### src/rtl/ipsec_mem_stream_reader.sv
// ipsec_mem_stream_reader
// Reads a contiguous block of 32-bit words from the packet RAM (Avalon-MM
// master on the RAM's s1 port) and streams it out as one Avalon-ST packet.
// A small first-word-fall-through FIFO absorbs the RAM's one-cycle read
// latency. Reads are credit-gated, so backpressure never loses a word.
//
// Ports
//   clk, reset         : single clock, synchronous active-high reset
//   start              : one-cycle request, honoured only while idle
//   start_addr         : first word address
//   length_words       : word count, 1..2^ADDR_W (0 is ignored)
//   busy / done        : transfer in progress / one-cycle completion pulse
//   mem_*              : Avalon-MM read master toward the RAM
//   out_*              : Avalon-ST source with SOP/EOP framing
module ipsec_mem_stream_reader #(
    parameter int FIFO_DEPTH = 4,
    parameter int ADDR_W     = 11
) (
    input  logic              clk,
    input  logic              reset,
    input  logic              start,
    input  logic [ADDR_W-1:0] start_addr,
    input  logic [ADDR_W:0]   length_words,
    output logic              busy,
    output logic              done,
    output logic [ADDR_W-1:0] mem_address,
    output logic              mem_chipselect,
    output logic              mem_write,
    output logic [3:0]        mem_byteenable,
    output logic              mem_clken,
    input  logic [31:0]       mem_readdata,
    output logic [31:0]       out_data,
    output logic              out_valid,
    input  logic              out_ready,
    output logic              out_startofpacket,
    output logic              out_endofpacket
);

    localparam int PTR_W = $clog2(FIFO_DEPTH);
    localparam int CNT_W = PTR_W + 1;

    typedef enum logic [1:0] {IDLE, ISSUE, DRAIN} state_t;

    state_t              state_reg;
    logic [ADDR_W-1:0]   cur_addr_reg;
    logic [ADDR_W:0]     remaining_reg;
    logic [ADDR_W:0]     word_idx_reg;
    logic [ADDR_W:0]     length_reg;
    logic                pending_reg;
    logic                done_reg;
    logic [CNT_W-1:0]    count_reg;
    logic [PTR_W-1:0]    wr_ptr_reg;
    logic [PTR_W-1:0]    rd_ptr_reg;

    // Each entry holds {eop, sop, data}.
    logic [33:0]         fifo_mem [FIFO_DEPTH];

    logic [CNT_W:0]      credit_used;
    logic                issue;
    logic                push;
    logic                pop;
    logic                empty;
    logic [33:0]         head;
    logic                cap_sop;
    logic                cap_eop;

    // Credits use the registered count only; a pop in this cycle does not
    // free a slot until the next cycle, which keeps the FIFO from overflowing
    // when the read issued now lands one cycle later.
    assign credit_used = (CNT_W+1)'(count_reg) + (CNT_W+1)'(pending_reg);
    assign issue       = (state_reg == ISSUE) && (credit_used < (CNT_W+1)'(FIFO_DEPTH));
    assign push        = pending_reg;
    assign empty       = (count_reg == '0);
    assign head        = fifo_mem[rd_ptr_reg];
    assign pop         = out_valid && out_ready;

    assign cap_sop = (word_idx_reg == '0);
    assign cap_eop = (word_idx_reg == length_reg - (ADDR_W+1)'(1));

    assign busy           = (state_reg != IDLE);
    assign done           = done_reg;
    assign mem_address    = cur_addr_reg;
    assign mem_chipselect = issue;
    assign mem_write      = 1'b0;
    assign mem_byteenable = 4'hF;
    assign mem_clken      = 1'b1;

    // Gate the head with empty so the stream outputs read as zero when idle
    // (and after reset) regardless of stale FIFO contents.
    assign out_valid         = !empty;
    assign out_data          = empty ? 32'd0 : head[31:0];
    assign out_startofpacket = !empty && head[32];
    assign out_endofpacket   = !empty && head[33];

    // Storage has no reset; validity is tracked by the pointers and count.
    always_ff @(posedge clk) begin
        if (push) begin
            fifo_mem[wr_ptr_reg] <= {cap_eop, cap_sop, mem_readdata};
        end
    end

    always_ff @(posedge clk) begin
        if (reset) begin
            state_reg     <= IDLE;
            cur_addr_reg  <= '0;
            remaining_reg <= '0;
            word_idx_reg  <= '0;
            length_reg    <= '0;
            pending_reg   <= 1'b0;
            done_reg      <= 1'b0;
            count_reg     <= '0;
            wr_ptr_reg    <= '0;
            rd_ptr_reg    <= '0;
        end else begin
            done_reg    <= 1'b0;
            pending_reg <= issue;

            if (push) begin
                wr_ptr_reg   <= wr_ptr_reg + PTR_W'(1);
                word_idx_reg <= word_idx_reg + (ADDR_W+1)'(1);
            end
            if (pop) begin
                rd_ptr_reg <= rd_ptr_reg + PTR_W'(1);
            end
            count_reg <= count_reg + CNT_W'(push) - CNT_W'(pop);

            case (state_reg)
                IDLE: begin
                    if (start && (length_words != '0)) begin
                        cur_addr_reg  <= start_addr;
                        remaining_reg <= length_words;
                        length_reg    <= length_words;
                        word_idx_reg  <= '0;
                        state_reg     <= ISSUE;
                    end
                end
                ISSUE: begin
                    if (issue) begin
                        cur_addr_reg  <= cur_addr_reg + ADDR_W'(1);
                        remaining_reg <= remaining_reg - (ADDR_W+1)'(1);
                        if (remaining_reg == (ADDR_W+1)'(1)) begin
                            state_reg <= DRAIN;
                        end
                    end
                end
                DRAIN: begin
                    // Only the final word carries EOP, so accepting it means
                    // the FIFO is emptying and nothing is left in flight.
                    if (pop && head[33]) begin
                        state_reg <= IDLE;
                        done_reg  <= 1'b1;
                    end
                end
                default: state_reg <= IDLE;
            endcase
        end
    end

endmodule

### config.mk
export PLATFORM = sky130hd
export DESIGN_NAME = ipsec_mem_stream_reader
export DESIGN_NICKNAME = d
export VERILOG_FILES = /design/src/rtl/ipsec_mem_stream_reader.sv
export SDC_FILE = /design/constraint.sdc
export NUM_CORES = 1
export LEC_CHECK = 0
export ABC_AREA = 1
export BUFFER_PORTS_ARGS = -buffer_cell sky130_fd_sc_hd__buf_2
export CAP_MARGIN = 15
export CORE_AREA = 3 3 152 110
export CTS_CLUSTER_SIZE = 30
export DETAILED_ROUTE_END_ITERATION = 8
export DIE_AREA = 0 0 155 113
export GPL_TIMING_DRIVEN = 1
export PLACE_DENSITY = 0.84
export SKIP_CTS_REPAIR_TIMING = 1
export SYNTH_ARGS = -nofsm -noshare
export SYNTH_HDL_FRONTEND = slang
export SYNTH_SLANG_ARGS = --single-unit
export TNS_END_PERCENT = 50
### constraint.sdc
create_clock -name clk -period 2.6 [get_ports clk]
set_clock_uncertainty 0.2 [all_clocks]
set_input_delay 0.39 -clock clk [delete_from_list [all_inputs] [get_ports clk]]
set_output_delay 0.39 -clock clk [all_outputs]
set_load 0.01 [all_outputs]
Word-level counts from Yosys, hierarchy flattened
Memory sizes are Yosys's and may differ from the RTL's. A register that Yosys moved wholly into a read port is not among the register bits. Index checks and enable logic that the tools add are counted. Widths: inputs -> output; s select.

Bits of input ports: 59. Output and inout bits: 55. Flip-flop bits (word level): 58. Memories kept: 1. RAM bits: 136.

Memory list: fifo_mem (words 4, width 34, rd ports 1, clocked after Yosys merged registers in 1, wr ports 1, RTL line 56) `logic [33:0] fifo_mem [FIFO_DEPTH];`.

Bitwise logic cells: 1. $lt $le $gt $ge: 1. $add $sub $neg: 9. Reductions and logical operators: 17. Equal/unequal tests: 8. Multiplexer cells: 20.

Operator list (number): $mux 12 (5); $mux 32 (1); $pmux 12 s2 (1); $sub 12x1->12 const B (2); $mux 11 (2); $pmux 11 s2 (1); $add 12x1->12 const B (1); $eq 12x1->1 const B (1); $eq 12x12->1 (1); $logic_not 12->1 (1); $mux 2 (6); $reduce_bool 12->1 (1); $add 11x1->11 const B (1); $logic_and 1x1->1 (6); $ne 2x2->1 const B (3); $pmux 2 s3 (1); $add 2x1->2 const B (2); $add 3x1->4 (1); $lt 4x3->1 const B (1); $reduce_and 4->1 (1); $reduce_bool 2->1 (2); $add 3x1->3 (1); $logic_not 3->1 (1); $mux 1 (3); 10 further kinds (10).

Depth between registers and ports, before layout
Gate-level depths: netlist of run 1.

Depth in word-level cells: 6. Mapped depth: 12. Gate-level depth less buffers: 12.

Worst setup path after synthesis of run 1
Ideal clock, no wire load.

Path type: register to register. Start point: register count_reg[1]. End point: register count_reg[2]. Cell stages (with the launch flop): 11. Data arrival time: 1895 ps. Setup slack: 389 ps. Buffers on the path: 1. Data required time: 2284 ps. Path through: dfxtp_1 > inv_1 > nand3_1 > and2_1 > buf_2 > ha_1 > inv_1 > ha_1 > fa_1 > xor2_1 > nor2_1.

Word-level cells in the longest chain between the ends: 4. Elaborated cells on any way between the ends: 5.

RTL lines: start: declaration (RTL line 51) `logic [CNT_W-1:0] count_reg;`; start signal: assignment (RTL line 125) `count_reg <= count_reg + CNT_W'(push) - CNT_W'(pop);`; $logic_not 3->1 (RTL line 73) `assign empty = (count_reg == '0);`; $logic_not 1->1 (RTL line 90) `assign out_valid = !empty;`; named net out_valid (RTL line 33) `output logic out_valid,`; $logic_and 1x1->1 (RTL line 75) `assign pop = out_valid && out_ready;`; named net pop (RTL line 61) `logic pop;`; $sub 3x1->3 (RTL line 125).

The timed path passes the listed nets, and every way through them passes these cells. A chain may end at the register's enable or synchronous reset.

==> results.ini, run 1 <==
[clock_network]
cts_sinks=196
htreeDepth=4
clockBufferDepth=2
insertion_delay_ns=0.43
numCtsBuffers=17
cts_tree=built
path_clk_slew_ns=0.07
cts_root_buf=clkbuf_16

[floorplan]
io-pin-count=114
num_rows=38
start_util_pct=57.88
dieArea_sq_um=17520
fp.dieW_microns=155
die_y_microns=113
core_area_sq_um=15360

[pwr]
vdd_drop_max_mv=0.5354
p_total_mw=9.069
p_per_area_nw_per_um2=861.6
leakagePower_nw=4.317

[setup_path]
worst-setup-path-type=reg2out
regToRegStartpoint=count_reg[1]
critPathSlowestCell=dfxtp_2
cpMostUsedCell=nor2_1
path_max_fanout=68
crit_family=buffers and inverters
slowest_delay_ns=0.35
cp_cell_sequence=buf_12, nor2_1, nor2_1, o21ai_0, a21oi_1, buf_2
cp.arrival_ns=1.78
crit_buf_inv=2
startpoint_type=flop
critPathRequiredTime_ns=2.01
endpoint_kind=output pin

[timing]
worstMarginPinSlew_ns=0.6282
final-hold-violation-count=0
slew_headroom_pct=57.74
period_needed_ns=2.369
fmax_mhz=422.1
period_share_pct=91.11
setup_viol=0
grt_setup_unrepaired=false
tns_ns=0
setup_slack_ns=0.2312
report.final.slew_viol_count=0

[placement]
dp_hpwl_mm=12.26
gp_congestion=0.8544
dp.cells=1252
portBuffers=107
pre_cts_ws_ns=0.4336

[grt]
grt_pass1_vias=6540
overflow=0
grt_pass1_wl_mm=31.04
track_usage_pct=22.02
antenna_found_initial=0
grt_max_degree=69

[synth]
ys_types=35
syn_avg_cell_area_sq_um=9.135
synth_edf_count=136
ys.warnings.count=0
postSynthCellCount=973
ys_ff_latch=196
ys_seq_area_share_pct=59.46
synthArstFlopShare_pct=0
syn_area_sq_um=8889
ys.flop_type=edfxtp_1

[detailed_routing]
drt-initial-drc-count=629
via_count=7047
first_pass_iters=5
routedWlPerCell_microns=14.92
vias_per_cell=5.359
ant_nets=0
drt_wl_total_mm=19.63
drcViolationCount=0

[cells_and_area]
area_growth_pct=18.41
top_register=fifo_mem
layout-drive-gt1-share_pct=14.89
final-instance-count-excl-fill=1315
largest_reg_flops=136
fin_util_pct=68.54
fin_nets=1175
layout_commonest_cell=nor2_1
final_cell_mix=225 x nor2_1, 136 x edfxtp_1, 127 x nand2_1
diodes=0

[flow_run]
cap_violations=0

[min_path]
hp-start=mem_readdata[8]
hp-class=in2reg

[outcome]
status=finished clean

## metal layers
metal	vias up	routed length (microns)	GRT usage, %	part of all wire (%)
met5	-	0	0	0
met4	0	246	6.941	1.3
li1	3474	-	-	-
met3	24	1125	4.167	5.7
met2	227	9420	35.63	48
met1	3322	8834	30.46	45
## cells by family (layout without fill, tap and decap cells)
logic type,count (synthesis),count (layout),share of synthesized area (%)
simple gates,421,421,19.21
flops,196,196,59.46
compound gates,186,186,10.57
buf+inv,133,271,6.546
xor+xnor,21,21,2.069
fa+ha+maj,14,14,2.055
other cells,2,6,0.08449
## worst reg2reg max path, stage by stage (launching register included)
cell	delay [ns]
dfxtp_1	0.33
inv_1	0.10
nand3_1	0.12
and2_1	0.21
ha_1	0.29
inv_1	0.04
ha_1	0.18
fa_1	0.37
xor2_1	0.17
nor2_1	0.05
## worst paths after layout
check	to	slack, ns	depth (start not counted)
worst max-delay path	out_data[4]	0.23	6
worst min register to register	length_reg[11]	0.27	2
worst max register to register	count_reg[2]	0.42	9
worst min-delay path	fifo_mem[3][8]	0.01	1
## stage by stage
step	instance area (sq um)	hold slack, ns
floorplan	8904	0.2362
global placement	9609	0.2519
detailed placement	9609	0.2587
CTS	10210	-0.05261
global route	10530	0.01011
finish	10530	0.01295
## area by class of cell
| class | count | area (sq um) |
|---|---|---|
| Multi-Input combinational cell | 648 | 3037 |
| Fill cell | 1172 | 4832 |
| Timing Repair Buffer | 155 | 1023 |
| Clock buffer | 17 | 425.4 |
| Clock inverter | 15 | 180.2 |
| Sequential cell | 196 | 5286 |
| Tap cell | 200 | 250.2 |
| Inverter | 84 | 322.8 |
## Yosys cell counts, types with 4 or more instances
cell type / n / area [sq um]
a21oi_1: 59 / 295.3
clkbuf_1: 22 / 82.58
inv_1: 81 / 304.0
buf_4: 6 / 45.04
nor2_1: 225 / 844.6
buf_2: 14 / 70.07
dfxtp_1: 60 / 1201
o21ai_0: 123 / 615.6
nand3_1: 39 / 195.2
nor3_1: 10 / 50.05
ha_1: 13 / 162.7
edfxtp_1: 136 / 4084
xor2_1: 17 / 148.9
nand4_1: 7 / 43.79
nand2_1: 127 / 476.7
xnor2_1: 4 / 35.03
## report_power, final
part | internal [mW] | total [mW] | switching (mW)
logic | 0.956 | 2.68 | 1.72
registers | 3.56 | 3.73 | 0.172
clock network | 1.39 | 2.65 | 1.27
(Power assumes the default switching activity.)
==> run 2, diff against run 1 <==
--- a/config.mk
+++ b/config.mk
@@ -5,13 +5,12 @@
 export SDC_FILE = /design/constraint.sdc
 export NUM_CORES = 1
 export LEC_CHECK = 0
-export ABC_AREA = 1
 export BUFFER_PORTS_ARGS = -buffer_cell sky130_fd_sc_hd__buf_2
 export CAP_MARGIN = 15
-export CORE_AREA = 3 3 152 110
+export CORE_AREA = 3 3 150 108
 export CTS_CLUSTER_SIZE = 30
 export DETAILED_ROUTE_END_ITERATION = 8
-export DIE_AREA = 0 0 155 113
+export DIE_AREA = 0 0 153 111
 export GPL_TIMING_DRIVEN = 1
 export PLACE_DENSITY = 0.84
 export SKIP_CTS_REPAIR_TIMING = 1
==> results.ini, run 2 <==
[outcome]
status=finished clean

[pwr]
p_total_mw=8.557  ; -5.6%
p_per_area_nw_per_um2=836.0  ; -3.0%
leakagePower_nw=3.753  ; -13%
vdd_drop_max_mv=0.6276  ; +17%

[setup_path]
crit_buf_inv=2  ; unchanged
cp_cell_sequence=buf_4, mux4_2, and2_1, buf_2
crit_family=buffers and inverters
worst-setup-path-type=reg2out
endpoint_kind=output pin
cp.arrival_ns=1.97  ; +0.19 ns
path_max_fanout=19  ; -72%
critPathSlowestCell=dfxtp_2
critPathRequiredTime_ns=2.01  ; about the same
slowest_delay_ns=0.48  ; +0.13 ns
startpoint_type=flop

[floorplan]
fp.dieW_microns=153  ; -1.3%
core_area_sq_um=14770  ; -3.8%
dieArea_sq_um=16980  ; -3.0%
start_util_pct=58.01  ; +0.13 points
io-pin-count=114  ; unchanged
num_rows=37  ; -2.6%
die_y_microns=111  ; -1.8%

[synth]
yosys.area.top_type=edfxtp_1
yosysMostFrequentCell=edfxtp_1
ys_ff_latch=196  ; unchanged
synthTopCellsByCount=136 x edfxtp_1, 67 x nor2_1, 60 x dfxtp_1
synthArstFlopShare_pct=0  ; unchanged
ys.warnings.count=0  ; unchanged
ys_top_cells_by_area=edfxtp_1 48%, dfxtp_1 14%, mux4_2 8.9%
synth_top_cell_area_share_pct=47.67  ; +1.7 points
syn_area_sq_um=8567  ; -3.6%
ys_types=53  ; +51%
postSynthCellCount=661  ; -32%
synth_edf_count=136  ; unchanged
syn_avg_cell_area_sq_um=12.96  ; +42%
ys.flop_type=edfxtp_1
ys_seq_area_share_pct=61.69  ; +2.2 points

[timing]
fmax_mhz=390.8  ; -7.4%
final-hold-violation-count=0  ; unchanged
period_needed_ns=2.559  ; +0.1898 ns
setup_viol=0  ; unchanged
slew_headroom_pct=37.07  ; -21 points
tns_ns=0  ; unchanged
report.final.slew_viol_count=0  ; unchanged
fin_hold_ws_ns=0.03444  ; +0.02148 ns
worstMarginPinSlew_ns=0.9439  ; +0.3157 ns
period_share_pct=98.41  ; +7.3 points
setup_slack_ns=0.04140  ; -0.1898 ns

[cells_and_area]
final_cell_mix=136 x edfxtp_1, 107 x buf_2, 67 x nor2_1
layout-drive-gt1-share_pct=24.81  ; +9.9 points
area_growth_pct=19.48
layout_commonest_cell=edfxtp_1
diodes=0  ; unchanged
top_register=fifo_mem
fin_nets=866  ; -26%
fin_util_pct=69.31  ; +0.78 points
fillers=967  ; -17%
largest_reg_flops=136  ; unchanged

[placement]
dp_hpwl_mm=12.19  ; -0.53%
pre_cts_ws_ns=0.1818  ; -0.2518 ns
portBuffers=107  ; unchanged
gp_congestion=0.8828  ; +3.3%

[clock_network]
cts_tree=built
clockBufferDepth=2  ; unchanged
insertion_delay_ns=0.43  ; about the same
cts_root_buf=clkbuf_16
numCtsBuffers=17  ; unchanged
path_clk_slew_ns=0.07  ; about the same
htreeDepth=4  ; unchanged
cts_sinks=196  ; unchanged

[detailed_routing]
drcViolationCount=0  ; unchanged
vias_per_cell=5.815  ; +8.5%
ant_nets=0  ; unchanged
routedWlPerCell_microns=19.06  ; +28%
via_count=5821  ; -17%
drt_wl_total_mm=19.08  ; -2.8%
first_pass_iters=5  ; unchanged
drt-initial-drc-count=508  ; -19%

[min_path]
hp-class=in2reg

[grt]
grt_pass1_wl_mm=29.92  ; -3.6%
grt_max_degree=51  ; -26%
track_usage_pct=22.31  ; +0.29 points
antenna_found_initial=0  ; unchanged
grt_pass1_vias=5788  ; -11%
overflow=0  ; unchanged

[flow_run]
cap_violations=0  ; unchanged

run 2: path summary, 6_finish.rpt:
check                                       start           endpoint  slack (ns)  depth (start not counted)
worst max-delay path                         flop       out_data[16]        0.04                          4
worst min-delay path              length_words[3]      length_reg[3]        0.03                          3
worst max register to register       count_reg[0]       count_reg[2]        0.26                          8
worst min register to register  remaining_reg[11]  remaining_reg[11]        0.29                          2
run 2: report_power, final:
| group | internal, mW | total (mW) | switching, mW |
|---|---|---|---|
| combinational | 1.10 | 2.34 | 1.24 |
| clock | 1.28 | 2.52 | 1.24 |
| sequential | 3.51 | 3.70 | 0.182 |
| total | 5.89 | 8.56 | 2.66 |
run 2: layer usage:
metal | vias up | wire length [microns] | track usage (%)
met1 | 2862 | 8003 | 30.06
li1 | 2681 | - | -
met3 | 34 | 1222 | 5.696
met2 | 244 | 9474 | 35.96
met5 | - | 0 | 0
met4 | 0 | 376 | 7.240
run 2: metrics by stage:
step / std cells / area, sq um
final: 1001 / 10240
after floorplan: 665 / 8582
after detailed placement: 936 / 9316
after CTS: 968 / 9883
after global placement: 936 / 9316
after global routing: 1001 / 10240
run 2: worst min-delay path, stage by stage:
cell and delay (ns):
buf_2 0.10, mux2i_1 0.06, nor2_1 0.07
run 2: cells by family (layout without fill, tap and decap cells):
group | after synthesis | count (layout) | share of synthesized area (%)
DFF | 196 | 196 | 61.69
xor gates and xnor gates | 30 | 30 | 3.155
buffers and inverters | 59 | 200 | 2.994
and+or+nand+nor | 224 | 224 | 13.12
muxes | 48 | 48 | 10.57
AOI/OAI and AO/OA | 88 | 88 | 6.251
adders and majority gates | 14 | 14 | 2.132
other | 2 | 6 | 0.08766
run 2: final cells by class:
cell class	count	area (sq um)	share of cell area, %
inverters	15	56.30	0.5501
multi-input cells	410	3050	29.80
well taps	195	244.0	2.384
repair buffers	153	1028	10.05
clock buffers	17	425.4	4.156
flip-flops and latches	196	5290	51.68
clock inverters	15	141.4	1.381
==> run 3, diff against run 2 <==
--- a/config.mk
+++ b/config.mk
@@ -13,6 +13,7 @@
 export DIE_AREA = 0 0 153 111
 export GPL_TIMING_DRIVEN = 1
 export PLACE_DENSITY = 0.84
+export REMOVE_ABC_BUFFERS = 1
 export SKIP_CTS_REPAIR_TIMING = 1
 export SYNTH_ARGS = -nofsm -noshare
 export SYNTH_HDL_FRONTEND = slang
==> results.ini, run 3 (synthesis gave the netlist of run 2 again) <==
[min_path]
hp-class=in2reg
hp-start=start_addr[1]

[placement]
gp_congestion=0.8536  ; -3.3%
dpl_cell_area_sq_um=9311  ; about the same
dp_hpwl_mm=11.82  ; -3.1%
pre_cts_ws_ns=0.2205  ; +0.03868 ns
portBuffers=107  ; unchanged

[setup_path]
reg2reg_to=fifo_mem[0][33]
reg2reg_depth=8  ; unchanged
regToRegStartpoint=length_reg[1]
r2r_setup_slack_ns=0.15  ; -0.11 ns
startpoint_type=flop
critPathRequiredTime_ns=2.01  ; about the same
cp.arrival_ns=1.90  ; -0.07 ns
endpoint=out_endofpacket
path_max_fanout=17  ; -2
worst-setup-path-type=reg2out
endpoint_kind=output pin

[timing]
setup_viol=0  ; unchanged
grt_setup_unrepaired=false
setup_slack_ns=0.1068  ; +0.06535 ns
tns_ns=0  ; unchanged
final-hold-violation-count=0  ; unchanged
period_needed_ns=2.493  ; -0.06535 ns
worstMarginPinSlew_ns=0.9823  ; +0.03837 ns
period_share_pct=95.89  ; -2.5 points
fmax_mhz=401.1  ; +2.6%
slew_headroom_pct=34.51  ; -2.6 points
report.final.slew_viol_count=0  ; unchanged

[grt]
overflow=0  ; unchanged
grt_pass1_wl_mm=29.19  ; -2.4%
grt_pass1_vias=5648  ; -2.4%
grt_max_degree=51  ; unchanged
track_usage_pct=21.57  ; -0.75 points
antenna_found_initial=0  ; unchanged

[flow_run]
cap_violations=0  ; unchanged

[clock_network]
cts_tree=built
insertion_delay_ns=0.43  ; about the same
cts_sinks=196  ; unchanged
numCtsBuffers=17  ; unchanged
path_clk_slew_ns=0.08  ; about the same
clockBufferDepth=2  ; unchanged
htreeDepth=4  ; unchanged
cts_root_buf=clkbuf_16

[detailed_routing]
drt_wl_total_mm=18.96  ; -0.63%
ant_nets=0  ; unchanged
routedWlPerCell_microns=18.92  ; -0.73%
drt-initial-drc-count=608  ; +20%
drcViolationCount=0  ; unchanged
vias_per_cell=5.784  ; -0.53%
via_count=5796  ; -0.43%
first_pass_iters=5  ; unchanged

[floorplan]
num_rows=37  ; unchanged
core_area_sq_um=14770  ; unchanged
dieArea_sq_um=16980  ; unchanged
io-pin-count=114  ; unchanged
start_util_pct=58.01  ; unchanged
fp.dieW_microns=153  ; unchanged
die_y_microns=111  ; unchanged

[cells_and_area]
layout_commonest_cell=edfxtp_1
area_growth_pct=19.75
largest_reg_flops=136  ; unchanged
diodes=0  ; unchanged
stdcell_area_sq_um=10260  ; +0.22%
layout-drive-gt1-share_pct=24.78  ; -0.031 points
top_register=fifo_mem
final_cell_mix=136 x edfxtp_1, 107 x buf_2, 67 x nor2_1
fin_nets=867  ; +0.12%

[pwr]
vdd_drop_max_mv=0.5083  ; -19%
p_per_area_nw_per_um2=844.2  ; +0.99%
leakagePower_nw=3.773  ; +0.54%

[outcome]
status=finished clean

[run 3: changes by cell type in the layout (fill, tap and decap cells not counted)]
cell and delta:
a211oi_1 +1, buf_12 -1, buf_4 +2, clkinv_8 +4
clkinvlp_4 -2, inv_6 -2, a211oi_2 -1
[run 3: per-stage QoR]
step / instances / hold WS (ns) / utilization, % / power (mW)
5_1_grt: 1002 / 0.03905 / 69.47 / 9.092
6_report: 1002 / 0.03978 / 69.47 / 8.660
3_5_place_dp: 937 / 0.2698 / 63.05 / 6.000
4_1_cts: 969 / -0.05178 / 67.11 / 8.586
3_3_place_gp: 937 / 0.2561 / 63.05 / 5.912
2_1_floorplan: 621 / 0.2389 / - / 5.181
[run 3: critical path, stage by stage, from the launching register on]
cell and delay [ns]:
dfxtp_4 0.39, buf_12 0.20, mux4_2 0.56, and2_1 0.18, buf_2 0.14
[run 3: final cells by class]
| cell class | count | area, sq um |
|---|---|---|
| inverter | 15 | 56.30 |
| timing repair buffer | 154 | 1023 |
| tap | 195 | 244.0 |
| clock inverter | 15 | 173.9 |
| sequential | 196 | 5290 |
| clock buffer | 17 | 425.4 |
| multi-input combinational | 410 | 3045 |
| fill | 1000 | 4509 |
[run 3: worst min-delay path by stage]
stage | endpoint | slack (ns) | cells past startpoint
finish | mem_address[1] | 0.04 | 3
global route | length_reg[5] | 0.04 | 3
floorplan | remaining_reg[1] | 0.24 | 2
detailed placement | remaining_reg[1] | 0.27 | 2
CTS | fifo_mem[2][11] | -0.05 | 1
global placement | remaining_reg[1] | 0.26 | 2
[run 3: routing by layer]
metal	global-route usage [%]	wire length, microns
met1	29.56	8124
met2	35.67	9536
met3	4.409	1031
met4	5.697	265
met5	0	0
[run 3: report_power, final]
part / leakage (nW) / switching [mW] / total (mW) / internal (mW)
sequential: 1.72 / 0.174 / 3.69 / 3.51
clock: 0.294 / 1.32 / 2.62 / 1.31
combinational: 1.76 / 1.25 / 2.35 / 1.10
total: 3.77 / 2.74 / 8.66 / 5.92
